===== config.mk =====
export PLATFORM = sky130hd
export DESIGN_NAME = mem_apb4_rr_bridge
export DESIGN_NICKNAME = d
export VERILOG_FILES = /design/src/rtl/mem_apb4_rr_bridge.sv
export SDC_FILE = /design/constraint.sdc
export NUM_CORES = 1
export LEC_CHECK = 0
export ABC_AREA = 1
export ABC_CLOCK_PERIOD_IN_PS = 4900
export CAP_MARGIN = 0
export CORE_AREA = 2 2 174 176
export DETAILED_ROUTE_END_ITERATION = 7
export DIE_AREA = 0 0 176 178
export GPL_TIMING_DRIVEN = 0
export PLACE_DENSITY_LB_ADDON = 0.1
export SLEW_MARGIN = 20
export SYNTH_ARGS = -nofsm -noshare
export SYNTH_HDL_FRONTEND = slang
export SYNTH_SLANG_ARGS = --single-unit

===== constraint.sdc =====
create_clock -name PCLK -period 4.9 [get_ports PCLK]
set_input_delay 0.98 -clock PCLK [delete_from_list [all_inputs] [get_ports PCLK]]
set_output_delay 0.98 -clock PCLK [all_outputs]
set_load 0.02 [all_outputs]

===== src/rtl/mem_apb4_rr_bridge.sv =====
`default_nettype none
// -----------------------------------------------------------------------------
// mem_apb4_rr_bridge - round-robin multi-channel APB4 master with PREADY watchdog
// Rev 1.0
// -----------------------------------------------------------------------------
module mem_apb4_rr_bridge #(
    parameter int DATA_WIDTH = 32,
    parameter int ADDR_WIDTH = 32,
    parameter int NUM_CH     = 4,
    parameter int TIMEOUT    = 255
) (
    input  logic                              PCLK,
    input  logic                              PRESET,
    output logic [ADDR_WIDTH-1:0]             PADDR,
    output logic                              PSEL,
    output logic                              PENABLE,
    output logic                              PWRITE,
    output logic [DATA_WIDTH-1:0]             PWDATA,
    output logic [DATA_WIDTH/8-1:0]           PSTRB,
    output logic [2:0]                        PPROT,
    input  logic                              PREADY,
    input  logic [DATA_WIDTH-1:0]             PRDATA,
    input  logic                              PSLVERR,
    input  logic [NUM_CH-1:0]                 req,
    input  logic [NUM_CH-1:0]                 req_write,
    input  logic [NUM_CH*ADDR_WIDTH-1:0]      req_addr,
    input  logic [NUM_CH*DATA_WIDTH-1:0]      req_wdata,
    input  logic [NUM_CH*(DATA_WIDTH/8)-1:0]  req_strb,
    input  logic [NUM_CH*3-1:0]               req_prot,
    output logic [NUM_CH-1:0]                 gnt,
    output logic [NUM_CH-1:0]                 done,
    output logic [DATA_WIDTH-1:0]             rsp_rdata,
    output logic                              rsp_err,
    output logic                              rsp_timeout
);

    localparam int STRB_W = DATA_WIDTH / 8;
    localparam int PTR_W  = (NUM_CH > 1) ? $clog2(NUM_CH) : 1;
    localparam int WD_W   = (TIMEOUT > 0) ? $clog2(TIMEOUT + 1) : 1;
    localparam bit WD_EN  = (TIMEOUT > 0);

    localparam logic [PTR_W-1:0] LAST_CH  = PTR_W'(NUM_CH - 1);
    localparam logic [WD_W-1:0]  WD_LIMIT = WD_W'(TIMEOUT);

    localparam logic [1:0] S_IDLE   = 2'd0;
    localparam logic [1:0] S_SETUP  = 2'd1;
    localparam logic [1:0] S_ACCESS = 2'd2;

    logic [1:0]             state_q, state_d;
    logic [PTR_W-1:0]       ptr_q;
    logic [WD_W-1:0]        wd_q;
    logic [NUM_CH-1:0]      cur_oh_q;
    logic [ADDR_WIDTH-1:0]  paddr_q;
    logic                   pwrite_q;
    logic [DATA_WIDTH-1:0]  pwdata_q;
    logic [STRB_W-1:0]      pstrb_q;
    logic [2:0]             pprot_q;
    logic [NUM_CH-1:0]      gnt_q, done_q;
    logic [DATA_WIDTH-1:0]  rdata_q;
    logic                   err_q, to_q;

    logic                   w_any_req, w_xfer_done, w_wd_expire, w_arb_en;
    logic                   w_hi_found, w_lo_found;
    logic [PTR_W-1:0]       w_hi_idx, w_lo_idx, w_win_idx, w_ptr_nxt;
    logic [NUM_CH-1:0]      w_win_oh;
    logic [ADDR_WIDTH-1:0]  w_addr;
    logic                   w_write;
    logic [DATA_WIDTH-1:0]  w_wdata;
    logic [STRB_W-1:0]      w_strb;
    logic [2:0]             w_prot;

    assign w_any_req   = |req;
    assign w_xfer_done = (state_q == S_ACCESS) && PREADY;
    assign w_wd_expire = WD_EN && (state_q == S_ACCESS) && !PREADY && (wd_q == WD_LIMIT);
    assign w_arb_en    = w_any_req && ((state_q == S_IDLE) || w_xfer_done);

    // Rotating priority: first request at or above ptr, else wrap to the lowest one.
    always_comb begin
        w_hi_found = 1'b0;
        w_hi_idx   = '0;
        w_lo_found = 1'b0;
        w_lo_idx   = '0;
        for (int i = 0; i < NUM_CH; i++) begin
            if (req[i] && !w_hi_found && (PTR_W'(i) >= ptr_q)) begin
                w_hi_found = 1'b1;
                w_hi_idx   = PTR_W'(i);
            end
            if (req[i] && !w_lo_found) begin
                w_lo_found = 1'b1;
                w_lo_idx   = PTR_W'(i);
            end
        end
        w_win_idx = w_hi_found ? w_hi_idx : w_lo_idx;
        w_ptr_nxt = (w_win_idx == LAST_CH) ? '0 : w_win_idx + 1'b1;
    end

    always_comb begin
        w_win_oh = '0;
        w_addr   = '0;
        w_write  = 1'b0;
        w_wdata  = '0;
        w_strb   = '0;
        w_prot   = '0;
        for (int i = 0; i < NUM_CH; i++) begin
            if (PTR_W'(i) == w_win_idx) begin
                w_win_oh[i] = 1'b1;
                w_addr      = req_addr[i*ADDR_WIDTH +: ADDR_WIDTH];
                w_write     = req_write[i];
                w_wdata     = req_wdata[i*DATA_WIDTH +: DATA_WIDTH];
                w_strb      = req_strb[i*STRB_W +: STRB_W];
                w_prot      = req_prot[i*3 +: 3];
            end
        end
    end

    always_ff @(posedge PCLK or posedge PRESET) begin
        if (PRESET) begin
            state_q <= S_IDLE;
        end else begin
            state_q <= state_d;
        end
    end

    always_comb begin
        state_d = state_q;
        case (state_q)
            S_IDLE:   if (w_any_req) state_d = S_SETUP;
            S_SETUP:  state_d = S_ACCESS;
            S_ACCESS: begin
                if (PREADY) begin
                    state_d = w_any_req ? S_SETUP : S_IDLE;
                end else if (w_wd_expire) begin
                    state_d = S_IDLE;
                end
            end
            default:  state_d = S_IDLE;
        endcase
    end

    // Decoded straight from the state register so reset drops them without waiting for a clock.
    always_comb begin
        PSEL    = (state_q != S_IDLE);
        PENABLE = (state_q == S_ACCESS);
    end

    always_ff @(posedge PCLK or posedge PRESET) begin
        if (PRESET) begin
            ptr_q    <= '0;
            wd_q     <= '0;
            cur_oh_q <= '0;
            paddr_q  <= '0;
            pwrite_q <= 1'b0;
            pwdata_q <= '0;
            pstrb_q  <= '0;
            pprot_q  <= '0;
            gnt_q    <= '0;
            done_q   <= '0;
            rdata_q  <= '0;
            err_q    <= 1'b0;
            to_q     <= 1'b0;
        end else begin
            gnt_q   <= '0;
            done_q  <= '0;
            rdata_q <= '0;
            err_q   <= 1'b0;
            to_q    <= 1'b0;
            if (w_arb_en) begin
                paddr_q  <= w_addr;
                pwrite_q <= w_write;
                pwdata_q <= w_wdata;
                pstrb_q  <= w_write ? w_strb : '0;
                pprot_q  <= w_prot;
                gnt_q    <= w_win_oh;
                cur_oh_q <= w_win_oh;
                ptr_q    <= w_ptr_nxt;
            end
            if (w_xfer_done) begin
                done_q  <= cur_oh_q;
                err_q   <= PSLVERR;
                rdata_q <= pwrite_q ? '0 : PRDATA;
            end else if (w_wd_expire) begin
                done_q <= cur_oh_q;
                err_q  <= 1'b1;
                to_q   <= 1'b1;
            end
            if (state_q == S_SETUP) begin
                wd_q <= '0;
            end else if (WD_EN && (state_q == S_ACCESS) && !PREADY && !w_wd_expire) begin
                wd_q <= wd_q + 1'b1;
            end
        end
    end

    assign PADDR       = paddr_q;
    assign PWRITE      = pwrite_q;
    assign PWDATA      = pwdata_q;
    assign PSTRB       = pstrb_q;
    assign PPROT       = pprot_q;
    assign gnt         = gnt_q;
    assign done        = done_q;
    assign rsp_rdata   = rdata_q;
    assign rsp_err     = err_q;
    assign rsp_timeout = to_q;

endmodule
`default_nettype wire


==> impl_metrics.yaml <==
route:
  ant_nets: 0
  drc: 0
  first_iter_violations: 314
  avgRoutedWirePerCell_um: 16.81
  routed_wirelength_um: 30840
  vias: 8020
  vias_per_cell: 4.371
  dr.pass1.iters: 4
critical_path:
  startpoint_type: "primary input"
  cp_data_required_time_ns: 5.26
  worstSetupEndpointType: "register"
  arrival_ns: 3.84
  critPathBufInv: 7
  path_cells: "clkdlybuf4s50_1, inv_1, a21oi_1, nor2_1, inv_1, o21ai_0, inv_1, ha_1, buf_2, inv_2, clkbuf_1, nor2_1, a21oi_1, nand2_1, nand3_1"
  slowest_delay_ns: 0.52
  critPathMaxFanout: 10
  cp.depth: 15
  crit_path_frequent_cell: "inv_1"
  path_delay_family: "buffers and inverters"
  worst-r2r-cell-count: 13
  critPathKind: "primary input to register"
  crit_path_top_delay_cell: "clkbuf_1"
synthesis:
  yosys-top-cells-area: "dfrtp_1, nand2_1, a21oi_1"
  async_reset_ff_share_pct: 100.0
  ys_seq_elements: 130
  synth-seq-area-share_pct: 46.98
  synth_cell_types: 24
  yosysTopAreaCell: "dfrtp_1"
  yosys_warnings: 0
  netlist_instances: 969
  synth_nets: 1302
  synth_top_cells_by_count: "nand2_1, a21oi_1, dfrtp_1"
  synthFlopType: "dfrtp_1"
  synthesis.area_mm2: 0.006924
  yosysMostFrequentCell: "nand2_1"
  synth_edf_count: 0
  synth.top_cell.area_share_pct: 46.98
  synth_area_per_cell_um2: 7.146
global_route:
  overflow: 0
  grt_antenna_before_repair: 0
  grt_pass1_vias: 7996
  grt_pass1_wl_um: 46050
  grt_max_degree: 71
  grt_use_total_pct: 19.30
clocking:
  cts_made_buffers: 17
  post-cts-setup-buffer-count: 0
  cts_hold_buf: 0
  clkSinkCount: 130
  clk_pin_slew_worst_paths_ns: 0.07
  clock_latency_ns: 0.43
  clockBufferDepth: 2
  cts-root-buf: "clkbuf_16"
  htreeDepth: 4
  cts_resized: 0
  cts_tree: "yes"
sta:
  setup_ws_ns: 1.415
  slew_headroom_pct: 59.31
  worstMarginPinSlew_ns: 0.6104
  slew_viol_final: 0
  fin_crit_sh_pct: 71.13
  finalHoldViolCount: 0
  rsz0062_at_grt: "false"
  finClkSkew_ns: 0.01587
  setup_viol: 0
  fmax_mhz: 286.9
  finalCriticalPeriod_ns: 3.485
worst_hold_path:
  whs_path_depth: 2
  hold_class: "register to register"
die:
  die_w_um: 176
  fp.dieArea_mm2: 0.03133
  start_util_pct: 23.55
  core.rowCount: 63
  io-pin-count: 444
  die_h_um: 178
  fp.coreArea_mm2: 0.02940
cells_and_area:
  drive_gt1_share_pct: 5.675
  fin_cells: 1835
  final_nets: 1765
  diodes: 0
  fin_area_mm2: 0.01246
  fillCellCount: 3068
  synthToLayoutAreaGrowth_pct: 80.00
run_status:
  status: "complete, no violations"
place:
  place_area_mm2: 0.01188
  place_ws_ns: 0.9659
  port_buffers: 443
  gp_congestion: 0.8355
  placed_cells: 1803
  place_hpwl_um: 23830
pwr:
  pwr_density_cell_mw_per_mm2: 531.1
  ir_worst_vdd_mv: 0.2557
  p_leak_nw: 5.464
job:
  max_cap_viol_count: 0
sequential cells by signal, summed over array words and instances (netlist names), 3 cells and up:
name / count
cur_oh_q: 4
wd_q: 8
PSTRB: 4
done: 4
gnt: 4
PADDR: 32
rsp_rdata: 32
PPROT: 3
PWDATA: 32
worst min-delay path, delay by kind of cell, from the launching register on:
| family | cells | cell delay [ns] |
|---|---|---|
| AND/OR/NAND/NOR | 1 | 0.05 |
| flip-flops | 1 | 0.35 |
| AO/OA/AOI/OAI | 1 | 0.06 |
power breakdown:
group          switching [mW]  internal (mW)
Combinational            2.21           1.52
Sequential              0.174           1.43
Clock                   0.601          0.682
routing by layer:
metal  share of wire, %  up-vias  GRT usage, %
met5                  0        -             0
met4                2.1        0         6.233
met3                7.4       32         5.818
met2                 49      288         33.89
met1                 41     3679         22.53
li1                   -     4021             -
cell type report:
cell class	count	area, µm²	share of cell area (%)
Timing Repair Buffer	444	4462	35.80
Sequential cell	130	3253	26.10
Multi-Input combinational cell	744	3221	25.84
Tap cell	390	488.0	3.915
Clock buffer	17	425.4	3.413
Buffer	59	315.3	2.530
Clock inverter	15	156.4	1.255
Inverter	36	142.6	1.144
placed cells by master, fill, tap and decap left out:
| cell | count |
|---|---|
| clkdlybuf4s50_1 | 443 |
| nand2_1 | 360 |
| a21oi_1 | 140 |
| dfrtp_1 | 130 |
| nor2_1 | 120 |
| nand3_1 | 82 |
| inv_1 | 31 |
| clkbuf_1 | 23 |
| buf_2 | 21 |
| clkbuf_16 | 17 |
| o21ai_0 | 11 |
| buf_6 | 7 |
| inv_8 | 6 |
| o21bai_1 | 5 |
| or2_2 | 5 |
| ha_1 | 5 |
| inv_6 | 5 |
| inv_2 | 4 |
| buf_4 | 4 |
| buf_1 | 4 |
| nand4_1 | 4 |
| nor2_4 | 3 |
| nor3_1 | 3 |
| nor2_2 | 2 |
| clkinvlp_4 | 2 |
| clkinv_8 | 2 |
| nand2_4 | 1 |
| nand2_2 | 1 |
| xnor2_1 | 1 |
| xor2_1 | 1 |
| clkinv_4 | 1 |
| buf_16 | 1 |
path summary, 6_finish.rpt:
path,from,endpoint,slack (ns)
max,req[2],PADDR[19]$_DFFE_PP0P_,1.41
min,PSTRB[1]$_DFFE_PP0P_,PSTRB[1]$_DFFE_PP0P_,0.49
max reg2reg,ptr_q[1]$_DFFE_PP0P_,PADDR[19]$_DFFE_PP0P_,2.07
min reg2reg,PSTRB[1]$_DFFE_PP0P_,PSTRB[1]$_DFFE_PP0P_,0.49
max in group asynchronous,PRESET,PWDATA[9]$_DFFE_PP0P_,3.17
min in group asynchronous,PRESET,rsp_rdata[28]$_DFF_PP0_,0.99
metrics by stage:
stage                     power, mW  util (%)  hold slack, ns  TNS, ns
final                         6.619     42.39          0.4921        0
after global routing          7.170     42.39          0.5115        0
after CTS                     6.748     42.39          0.4884        0
after detailed placement      5.420     40.41          0.4729        0
after global placement        5.409     40.29          0.4684  -267.55
after floorplan               3.764         -          0.4600        0
kinds of logic after synthesis:
family / synth area share (%)
simple gates: 33.90
compound gates: 11.46
flops: 46.98
buf+inv: 6.505
fa+ha+maj: 0.9035
xor+xnor: 0.2530
(Power assumes the default switching activity.)
